==> config.mk <==
export PLATFORM = sky130hd
export DESIGN_NAME = wb_rr_arbiter
export DESIGN_NICKNAME = d
export VERILOG_FILES = /design/src/rtl/wb_rr_arbiter.sv
export SDC_FILE = /design/constraint.sdc
export NUM_CORES = 1
export LEC_CHECK = 0
export CAP_MARGIN = 20
export CORE_AREA = 2 2 379 381
export DETAILED_ROUTE_END_ITERATION = 6
export DIE_AREA = 0 0 381 383
export HOLD_SLACK_MARGIN = 0.06
export PLACE_DENSITY = 0.3
export SETUP_SLACK_MARGIN = 0.2
export SKIP_CTS_REPAIR_TIMING = 1
export SLEW_MARGIN = 10
export SYNTH_ARGS = -nofsm -noshare
export SYNTH_HDL_FRONTEND = slang
export SYNTH_SLANG_ARGS = --single-unit
==> constraint.sdc <==
create_clock -name clk -period 6.1 [get_ports clk]
set_input_delay 1.22 -clock clk [delete_from_list [all_inputs] [get_ports clk]]
set_output_delay 1.22 -clock clk [all_outputs]
set_load 0.01 [all_outputs]
==> src/rtl/wb_rr_arbiter.sv <==
// wb_rr_arbiter
//   Round-robin arbiter that shares one Wishbone slave port between
//   NUM_MASTERS masters (cache controller ports, DMA, debug). A grant is
//   held for the whole bus cycle of the winning master. A watchdog returns
//   err to a master whose slave stops responding.
//
// Ports
//   clk, rst                      clock, synchronous active-high reset
//   wbm_*_i / wbm_*_o             packed master-side buses; master i owns
//                                 slice [i*W +: W] of each packed vector
//   wbm_dat_o                     slave read data, broadcast to all masters
//   wbs_*_o / wbs_*_i             single slave-side Wishbone port
//   grant_o                       one-hot current grant, zero when idle
module wb_rr_arbiter #(
  parameter int DATA_WIDTH     = 128,
  parameter int ADDR_WIDTH     = 32,
  parameter int SEL_WIDTH      = DATA_WIDTH / 8,
  parameter int NUM_MASTERS    = 3,
  parameter int TIMEOUT_CYCLES = 255
) (
  input  logic                              clk,
  input  logic                              rst,
  input  logic [NUM_MASTERS*ADDR_WIDTH-1:0] wbm_adr_i,
  input  logic [NUM_MASTERS*DATA_WIDTH-1:0] wbm_dat_i,
  output logic [DATA_WIDTH-1:0]             wbm_dat_o,
  input  logic [NUM_MASTERS-1:0]            wbm_we_i,
  input  logic [NUM_MASTERS*SEL_WIDTH-1:0]  wbm_sel_i,
  input  logic [NUM_MASTERS-1:0]            wbm_stb_i,
  input  logic [NUM_MASTERS-1:0]            wbm_cyc_i,
  output logic [NUM_MASTERS-1:0]            wbm_ack_o,
  output logic [NUM_MASTERS-1:0]            wbm_err_o,
  output logic [NUM_MASTERS-1:0]            wbm_rty_o,
  output logic [ADDR_WIDTH-1:0]             wbs_adr_o,
  output logic [DATA_WIDTH-1:0]             wbs_dat_o,
  input  logic [DATA_WIDTH-1:0]             wbs_dat_i,
  output logic                              wbs_we_o,
  output logic [SEL_WIDTH-1:0]              wbs_sel_o,
  output logic                              wbs_stb_o,
  output logic                              wbs_cyc_o,
  input  logic                              wbs_ack_i,
  input  logic                              wbs_err_i,
  input  logic                              wbs_rty_i,
  output logic [NUM_MASTERS-1:0]            grant_o
);

  localparam int IW = $clog2(NUM_MASTERS);
  // A zero limit disables the watchdog; keep a 1-bit counter so widths stay legal.
  localparam int CW = (TIMEOUT_CYCLES > 0) ? $clog2(TIMEOUT_CYCLES + 1) : 1;
  localparam logic [NUM_MASTERS-1:0] ONE_HOT0 = {{(NUM_MASTERS-1){1'b0}}, 1'b1};

  typedef enum logic [1:0] {IDLE, GRANTED, TIMEOUT} state_t;

  state_t                 state;
  logic [NUM_MASTERS-1:0] grant;
  logic [IW-1:0]          gidx;
  logic [IW-1:0]          ptr;
  logic [IW-1:0]          next_ptr;
  logic [CW-1:0]          wd_cnt;

  logic                   req_found;
  logic [IW-1:0]          req_idx;
  logic                   slave_resp;
  logic                   wd_hit;

  assign grant_o    = grant;
  assign wbm_dat_o  = wbs_dat_i;
  assign slave_resp = wbs_ack_i | wbs_err_i | wbs_rty_i;
  assign next_ptr   = (gidx == IW'(NUM_MASTERS - 1)) ? '0 : gidx + 1'b1;
  // Fires on the stall cycle that brings the counter up to the limit.
  assign wd_hit     = (TIMEOUT_CYCLES != 0) && ((int'(wd_cnt) + 1) >= TIMEOUT_CYCLES);

  // First requester at or above ptr, wrapping around.
  always_comb begin
    int cand;
    cand      = 0;
    req_found = 1'b0;
    req_idx   = '0;
    for (int k = 0; k < NUM_MASTERS; k++) begin
      cand = (int'(ptr) + k) % NUM_MASTERS;
      if (!req_found && wbm_cyc_i[cand]) begin
        req_found = 1'b1;
        req_idx   = IW'(cand);
      end
    end
  end

  always_ff @(posedge clk) begin
    if (rst) begin
      state  <= IDLE;
      grant  <= '0;
      gidx   <= '0;
      ptr    <= '0;
      wd_cnt <= '0;
    end else begin
      case (state)
        IDLE: begin
          wd_cnt <= '0;
          if (req_found) begin
            grant <= ONE_HOT0 << req_idx;
            gidx  <= req_idx;
            state <= GRANTED;
          end
        end
        GRANTED: begin
          if (!wbm_cyc_i[gidx]) begin
            // Release always wins; a response in this cycle was already routed.
            grant  <= '0;
            ptr    <= next_ptr;
            wd_cnt <= '0;
            state  <= IDLE;
          end else if (slave_resp) begin
            wd_cnt <= '0;
          end else if (wbm_stb_i[gidx]) begin
            if (wd_cnt != '1) wd_cnt <= wd_cnt + 1'b1;
            if (wd_hit) state <= TIMEOUT;
          end
        end
        TIMEOUT: begin
          grant  <= '0;
          ptr    <= next_ptr;
          wd_cnt <= '0;
          state  <= IDLE;
        end
        default: begin
          grant <= '0;
          state <= IDLE;
        end
      endcase
    end
  end

  // Bus outputs are held at zero while rst is high so nothing leaks out of
  // a cycle that is being torn down.
  always_comb begin
    wbs_adr_o = '0;
    wbs_dat_o = '0;
    wbs_sel_o = '0;
    wbs_we_o  = 1'b0;
    wbs_stb_o = 1'b0;
    wbs_cyc_o = 1'b0;
    wbm_ack_o = '0;
    wbm_err_o = '0;
    wbm_rty_o = '0;
    if (!rst && state == GRANTED) begin
      wbs_adr_o = wbm_adr_i[int'(gidx)*ADDR_WIDTH +: ADDR_WIDTH];
      wbs_dat_o = wbm_dat_i[int'(gidx)*DATA_WIDTH +: DATA_WIDTH];
      wbs_sel_o = wbm_sel_i[int'(gidx)*SEL_WIDTH +: SEL_WIDTH];
      wbs_we_o  = wbm_we_i[gidx];
      wbs_stb_o = wbm_stb_i[gidx];
      wbs_cyc_o = wbm_cyc_i[gidx];
      wbm_ack_o = grant & {NUM_MASTERS{wbs_ack_i}};
      wbm_err_o = grant & {NUM_MASTERS{wbs_err_i}};
      wbm_rty_o = grant & {NUM_MASTERS{wbs_rty_i}};
    end else if (!rst && state == TIMEOUT) begin
      // Slave side is dropped; any late slave response is ignored.
      wbm_err_o = grant;
    end
  end

endmodule

# Word-level counts from Yosys, hierarchy flattened
# Cells that the tools add are included.
# Widths: inputs -> output; s select.
dict set report word_totals {
  word_cells 102
  ff_bits 17
  output_inout_bits 319
  in_bits 670
}
dict set report classes {
  n_lt_le_gt_ge 5
  div_mod_pow 3
  reduce_logical 16
  mux 48
  n_shift 4
  n_eq_ne 11
  n_addsub 5
  bitwise 5
}
# operator count
set ops {}
lappend ops {{$shiftx 384x10->128} 1}
lappend ops {{$mux 128} 1}
lappend ops {{$lt 32x4->1 const B} 3}
lappend ops {{$shiftx 96x8->32} 1}
lappend ops {{$mod 32x3->32 const B} 2}
lappend ops {{$shiftx 48x7->16} 1}
lappend ops {{$mod 3x3->32 const B} 1}
lappend ops {{$mux 32} 1}
lappend ops {{$mux 8} 4}
lappend ops {{$mux 2} 10}
lappend ops {{$mux 3} 6}
lappend ops {{$mux 16} 1}
lappend ops {{$pmux 8 s2} 1}
lappend ops {{$mux 1} 15}
lappend ops {{$bmux 1 s2} 6}
lappend ops {{$add 8x1->9 const B} 1}
lappend ops {{$and 3x3->3} 3}
lappend ops {{$ge 9x8->1 const B} 1}
lappend ops {{$ne 3x3->1 const B} 3}
lappend ops {{$add 8x1->8 const B} 1}
lappend ops {{$ne 4x4->1 const B} 2}
lappend ops {{$ne 8x8->1 const B} 1}
lappend ops {{$pmux 2 s2} 2}
lappend ops {{$pmux 3 s2} 1}
lappend ops {{other kinds (17)} 28}

# Depth between registers and ports, before layout
# Gate-level depths: netlist of run 1.
dict set report depth {
  word_depth 14
  mapped_depth 8
  mapped_depth_nobuf 7
}

# Worst setup path after synthesis of run 1
# Ideal clock, no wire load.
dict set report synth_path {
  path_kind {input -> output}
  start {input port rst}
  end {output port wbs_adr_o[21]}
  setup_slack_ns 2.533
  n_path_buf 4
  stages 6
  t_arrival_ns 2.347
  t_required_ns 4.880
  cell_sequence {clkbuf_1 or2_1 buf_2 buf_2 buf_1 nor2_1}
}
dict set report synth_between {
  elab_chain_cells 3
}
# item line_no
set synth_rtl {}
lappend synth_rtl {{start: declaration} 22} ;# input logic rst,
lappend synth_rtl {{$logic_not 1->1} 144} ;# if (!rst && state == GRANTED) begin
lappend synth_rtl {{$logic_and 1x1->1} 144}
lappend synth_rtl {{$mux 32} 144}
lappend synth_rtl {{end: declaration} 33} ;# output logic [ADDR_WIDTH-1:0] wbs_adr_o,
# No other way between the ends.

# Worst setup path after layout of run 1
dict set report layout_path {
  start {input port rst}
  end {output port wbs_dat_o[15]}
}
dict set report layout_between {
  elab_chain_cells 3
}
# item line_no
set layout_rtl {}
lappend layout_rtl {{$logic_not 1->1} 144}
lappend layout_rtl {{$logic_and 1x1->1} 144}
lappend layout_rtl {{$mux 128} 144}
lappend layout_rtl {{end: declaration} 34} ;# output logic [DATA_WIDTH-1:0] wbs_dat_o,
# No other way between the ends.

==> results of run 1 <==
-- final timing paths --
check / startpoint / end / cells after the start / slack (ps)
setup / recovery: rst / wbs_dat_o[15] / 5 / 1230
hold / removal: wd_cnt[7] / wd_cnt[7] / 1 / 480
setup reg to reg: gidx[1] / wd_cnt[3] / 7 / 3310
hold reg to reg: wd_cnt[7] / wd_cnt[7] / 1 / 480
-- cell families (layout without fill, tap and decap cells) --
| group | count (synthesis) | count (layout) | share of synthesized area, % |
|---|---|---|---|
| buf+inv | 223 | 769 | 20.78 |
| xor+xnor | 1 | 1 | 0.1323 |
| flops | 17 | 17 | 5.142 |
| mux | 185 | 185 | 28.00 |
| other cells | 0 | 6 | 0 |
| compound gates | 226 | 226 | 18.81 |
| simple gates | 425 | 425 | 26.20 |
| fa+ha+maj | 5 | 5 | 0.9452 |
-- power groups by stage --
| stage | clock network, uW | registers [uW] | logic [uW] |
|---|---|---|---|
| CTS | 138 | 188 | 2540 |
| global route | 143 | 190 | 2640 |
| detailed placement | 0 | 190 | 2530 |
| floorplan | 0 | 136 | 1130 |
| global placement | 0 | 192 | 2540 |
| finish | 136 | 181 | 2410 |
-- through the flow --
step	worst slack, ps	cell area [sq um]	std cells
after global placement	1158	15270	3527
after CTS	1128	15350	3531
final	1227	15370	3537
after floorplan	2533	6619	1082
after global routing	1033	15350	3531
after detailed placement	1142	15270	3527
-- worst max-delay path, delay by kind of cell --
family,cells,cell delay [ps]
simple gates,2,800
buf+inv,3,1600
-- per-layer routing --
layer,share of wire (%),track usage [%],up-vias
met5,0.63,0,-
met4,0.68,0.5051,84
met3,14,6.976,128
met2,44,17.29,582
met1,41,12.71,4522
li1,-,-,4629
-- placed cells by master, fill, tap and decap left out, types with 8 or more instances in the layout --
cell             instances
and3_1                   9
nand2_1                 11
dfxtp_1                 15
a21oi_1                184
buf_4                   18
nand3_1                  8
mux2i_1                184
inv_1                    8
nor2_1                 365
clkdlybuf4s50_1        732
-- state kept, by name, indices dropped and copies added, names as in the netlist --
register  flops
grant_o       3
gidx          2
ptr           2
state         2
wd_cnt        8
-- cell type report --
type / instances / area (sq um)
Fill cell: 16862 / 126900
Timing Repair Buffer: 757 / 7602
Multi-Input combinational cell: 842 / 4913
Tap cell: 1903 / 2381
Sequential cell: 17 / 347.8
Clock buffer: 3 / 75.07
Inverter: 8 / 30.03
Antenna cell: 6 / 15.01
Clock inverter: 1 / 5.005
==> results.sh, run 1 <==
export IMPL_cts_tree="built"
export IMPL_synth_top_cell_area_share_pct=27.83
export IMPL_syn_nets=1757
export IMPL_tightest_slew_ps=1039
export IMPL_synth_top_area_cell="mux2i_1"
export IMPL_ant_nets=0
export IMPL_power_internal_uw=1254
export IMPL_numCtsBuffers=3
export IMPL_row_count=139
export IMPL_start_util_pct=4.653
export IMPL_synth_area_leaders="mux2i_1 (28%), nor2_1 (21%), buf_4 (15%), a21oi_1 (14%), dfxtp_1 (5.1%)"
export IMPL_vias=9945
export IMPL_fin_nets=2304
export IMPL_ys_warn_count=0
export IMPL_grt_max_degree=60
export IMPL_end_kind="primary output"
export IMPL_seq_area_frac_synth_pct=5.142
export IMPL_drc_errors=0
export IMPL_syn_to_final_growth_pct=132.2
export IMPL_slew_violations=0
export IMPL_drtIter0Drc=409
export IMPL_grtUsageTotal_pct=10.84
export IMPL_cts_sinks=17
export IMPL_wire_per_inst_microns=23.67
export IMPL_switching_share_pct=54.05
export IMPL_setup_viol=0
export IMPL_synth_edff_count=0
export IMPL_clkPwrFrac_pct=5.0
export IMPL_syn_area_per_cell_sq_um=6.117
export IMPL_syn_inst=1082
export IMPL_hold_path_class="reg2reg"
export IMPL_grt_pass1_vias=10107
export IMPL_slew_headroom_pct=30.74
export IMPL_die_area_sq_um=145900
export IMPL_routabilityCongestion=0.7848
export IMPL_cp_common_cell="clkdlybuf4s50_1"
export IMPL_min_period_ps=4873
export IMPL_crit_required_ps=4880
export IMPL_p_switching_uw=1475
export IMPL_first_pass_iters=5
export IMPL_seq_power_share_pct=6.6
export IMPL_clk_latency_ps=250
export IMPL_p_comb_share_pct=88.4
export IMPL_vias_per_cell=2.812
export IMPL_core_sq_um=142300
export IMPL_netlist_top_cells_count="nor2_1 (365), a21oi_1 (184), mux2i_1 (184)"
export IMPL_crit_fanout=46
export IMPL_async_reset_ff_share_pct=0
export IMPL_arrival_ps=3650
export IMPL_max_stage_delay_ps=720
export IMPL_synth_most_common_cell="nor2_1"
export IMPL_whs_ps=478.9
export IMPL_die_x_microns=381
export IMPL_netlist_area_sq_um=6619
export IMPL_wl_microns=83710
export IMPL_drv_cap=0
export IMPL_ys_ff_latch=17
export IMPL_place_hpwl_microns=75660
export IMPL_ir_drop_mv=0.1044
export IMPL_max_clock_path_buffers=2
export IMPL_run_status="finished clean"
export IMPL_io_buffers=732
export IMPL_grt_pass1_wl_microns=105400
export IMPL_antenna_found_initial=70
export IMPL_synth_flop_cell="dfxtp_1"
export IMPL_num_io_pins=989
export IMPL_rsz0062_at_grt="no"
export IMPL_max_freq_mhz=205.2
export IMPL_total_power_uw=2729
export IMPL_ctsHtreeMaxLevel=1
export IMPL_power_density_nw_per_um2=177.6
export IMPL_critPathLaunchType="input pin"
export IMPL_overflow=0
export IMPL_ys_types=51
export IMPL_power_leakage_uw=0.004910
export IMPL_fin_skew_ps=6.796
export IMPL_critPathSlowestCell="or2_4"
export IMPL_fin_util_pct=10.80
export IMPL_drive_gt1_share_pct=2.396
export IMPL_crit_type="in2out"
export IMPL_period_share_pct=79.89
export IMPL_clk_pin_slew_ps=60
export IMPL_fp_dieH_microns=383
export IMPL_cts_root_buf="clkbuf_16"
export IMPL_fin_tns_setup_ps=0
export IMPL_hold_viol=0
export IMPL_crit_chain="clkdlybuf4s50_1, or2_4, buf_4, nor2_1, clkdlybuf4s50_1"
(Power assumes the default switching activity.)
==> run 2: changes to the inputs <==
--- a/config.mk
+++ b/config.mk
@@ -6,9 +6,9 @@
 export NUM_CORES = 1
 export LEC_CHECK = 0
 export CAP_MARGIN = 20
-export CORE_AREA = 2 2 379 381
+export CORE_AREA = 2 2 389 391
 export DETAILED_ROUTE_END_ITERATION = 6
-export DIE_AREA = 0 0 381 383
+export DIE_AREA = 0 0 391 393
 export HOLD_SLACK_MARGIN = 0.06
 export PLACE_DENSITY = 0.3
 export SETUP_SLACK_MARGIN = 0.2
==> constraint.sdc (replaced) <==
create_clock -name clk -period 4.34 [get_ports clk]
set_input_delay 0.868 -clock clk [delete_from_list [all_inputs] [get_ports clk]]
set_output_delay 0.868 -clock clk [all_outputs]
set_load 0.01 [all_outputs]
==> results.sh, run 2 (same netlist as run 1, synthesis figures left out) <==
export IMPL_tightest_slew_ps=1032
export IMPL_fp_dieH_microns=393
export IMPL_numCtsBuffers=3
export IMPL_vias=9878
export IMPL_r2r_cells=7
export IMPL_hold_viol=0
export IMPL_ir_drop_mv=0.1200
export IMPL_dr_max_layer_used="met5"
export IMPL_power_density_nw_per_um2=257.9
export IMPL_ant_nets=0
export IMPL_clk_pin_slew_ps=60
export IMPL_met1_length_microns=34790
export IMPL_max_freq_mhz=254.1
export IMPL_routabilityCongestion=0.8115
export IMPL_die_area_sq_um=153700
export IMPL_slew_violations=0
export IMPL_cp_common_cell="clkdlybuf4s50_1"
export IMPL_largest_register_ffs=8
export IMPL_start_util_pct=4.435
export IMPL_overflow=0
export IMPL_antenna_found_initial=58
export IMPL_fin_nets=2331
export IMPL_critPathSlowestCell="clkdlybuf4s50_1"
export IMPL_final_common_cell="clkdlybuf4s50_1"
export IMPL_path_delay_family="buffers and inverters"
export IMPL_hold_depth=1
export IMPL_ctsHtreeMaxLevel=1
export IMPL_drc_errors=0
export IMPL_met2_length_microns=36900
export IMPL_row_count=142
export IMPL_cts_tree="built"
export IMPL_cts_sinks=17
export IMPL_fin_util_pct=10.73
export IMPL_grt_pass1_wl_microns=104300
export IMPL_period_share_pct=90.68
export IMPL_multi_input_area_sq_um=4913
export IMPL_max_clock_path_buffers=2
export IMPL_first_pass_iters=4
export IMPL_crit_required_ps=3470
export IMPL_grtUsageTotal_pct=10.35
export IMPL_run_status="finished clean"
export IMPL_place_hpwl_microns=77670
export IMPL_cts_root_buf="clkbuf_16"
export IMPL_crit_fanout=43
export IMPL_largest_register="wd_cnt"
export IMPL_setup_viol=0
export IMPL_num_io_pins=989
export IMPL_crit_chain="clkdlybuf4s50_1, or2_4, buf_4, nor2_1, clkdlybuf4s50_1"
export IMPL_drtIter0Drc=394
export IMPL_vias_per_cell=2.737
export IMPL_cp_num_buf_inv=3
export IMPL_die_x_microns=391
export IMPL_grt_pass1_vias=10169
export IMPL_critPathLaunchType="input pin"
export IMPL_drive_gt1_share_pct=8.943
export IMPL_whs_ps=485.1
export IMPL_syn_to_final_growth_pct=141.9
export IMPL_clk_latency_ps=250
export IMPL_end_kind="primary output"
export IMPL_cp_depth=5
export IMPL_wl_microns=85580
export IMPL_met3_length_microns=12790
export IMPL_drv_cap=0
export IMPL_slew_headroom_pct=31.23
export IMPL_rsz0062_at_grt="no"
export IMPL_wire_per_inst_microns=23.71
export IMPL_crit_type="in2out"
export IMPL_power_leakage_uw=0.005334
export IMPL_regArea_sq_um=347.8
export IMPL_core_sq_um=149200
export IMPL_layout_common_cells="clkdlybuf4s50_1 (650), nor2_1 (365), mux2i_1 (184), a21oi_1 (184), buf_4 (80)"
export IMPL_nFillCells=17501
export IMPL_fin_tns_setup_ps=0
export IMPL_hold_path_class="reg2reg"
export IMPL_max_stage_delay_ps=710
export IMPL_min_period_ps=3935
export IMPL_grt_max_degree=111
export IMPL_io_buffers=732
export IMPL_arrival_ps=3070
export IMPL_fin_skew_ps=1.019
## run 2: layout make-up
cell class | count | area share (%)
diodes | 10 | 0.1563
flip-flops and latches | 17 | 2.173
inverters | 8 | 0.1876
repair buffers | 784 | 51.09
well taps | 1944 | 15.19
clock inverters | 1 | 0.03126
clock buffers | 3 | 0.4690
multi-input cells | 842 | 30.69
## run 2: per-stage QoR
stage	area, sq um	cells	total power, uW	worst slack [ps]
floorplan	6619	1082	1782	1477
global placement	15880	3593	4139	378.0
detailed placement	15900	3595	4128	358.1
CTS	15980	3599	4334	351.4
global route	15980	3599	4482	269.4
finish	16010	3609	4129	404.6
## run 2: worst paths after layout
kind | startpoint | end | slack [ps]
setup / recovery | rst | wbs_dat_o[102] | 400
hold reg to reg | wd_cnt[7] | wd_cnt[7] | 490
hold / removal | wd_cnt[7] | wd_cnt[7] | 490
setup reg to reg | ptr[0] | grant_o[2] | 1970
## run 2: per-layer routing
layer	GRT usage, %	up-vias
met5	0	-
met4	0.6809	68
met3	6.332	114
met2	15.90	597
met1	12.72	4409
li1	-	4690
## run 2: power by group
| part | leakage, uW | switching (uW) | internal, uW |
|---|---|---|---|
| Clock | 0.0000409 | 67.0 | 123 |
| Sequential | 0.000140 | 48.5 | 175 |
| Combinational | 0.00515 | 2080 | 1640 |
| Total | 0.00533 | 2190 | 1940 |
## run 2: worst register-to-register path, stage by stage (launching register included)
cell      delay, ps
dfxtp_1         380
inv_1            60
ha_1            500
and2b_1         270
or3_1           400
a211oi_1        380
a21o_1          210
a32o_1          120
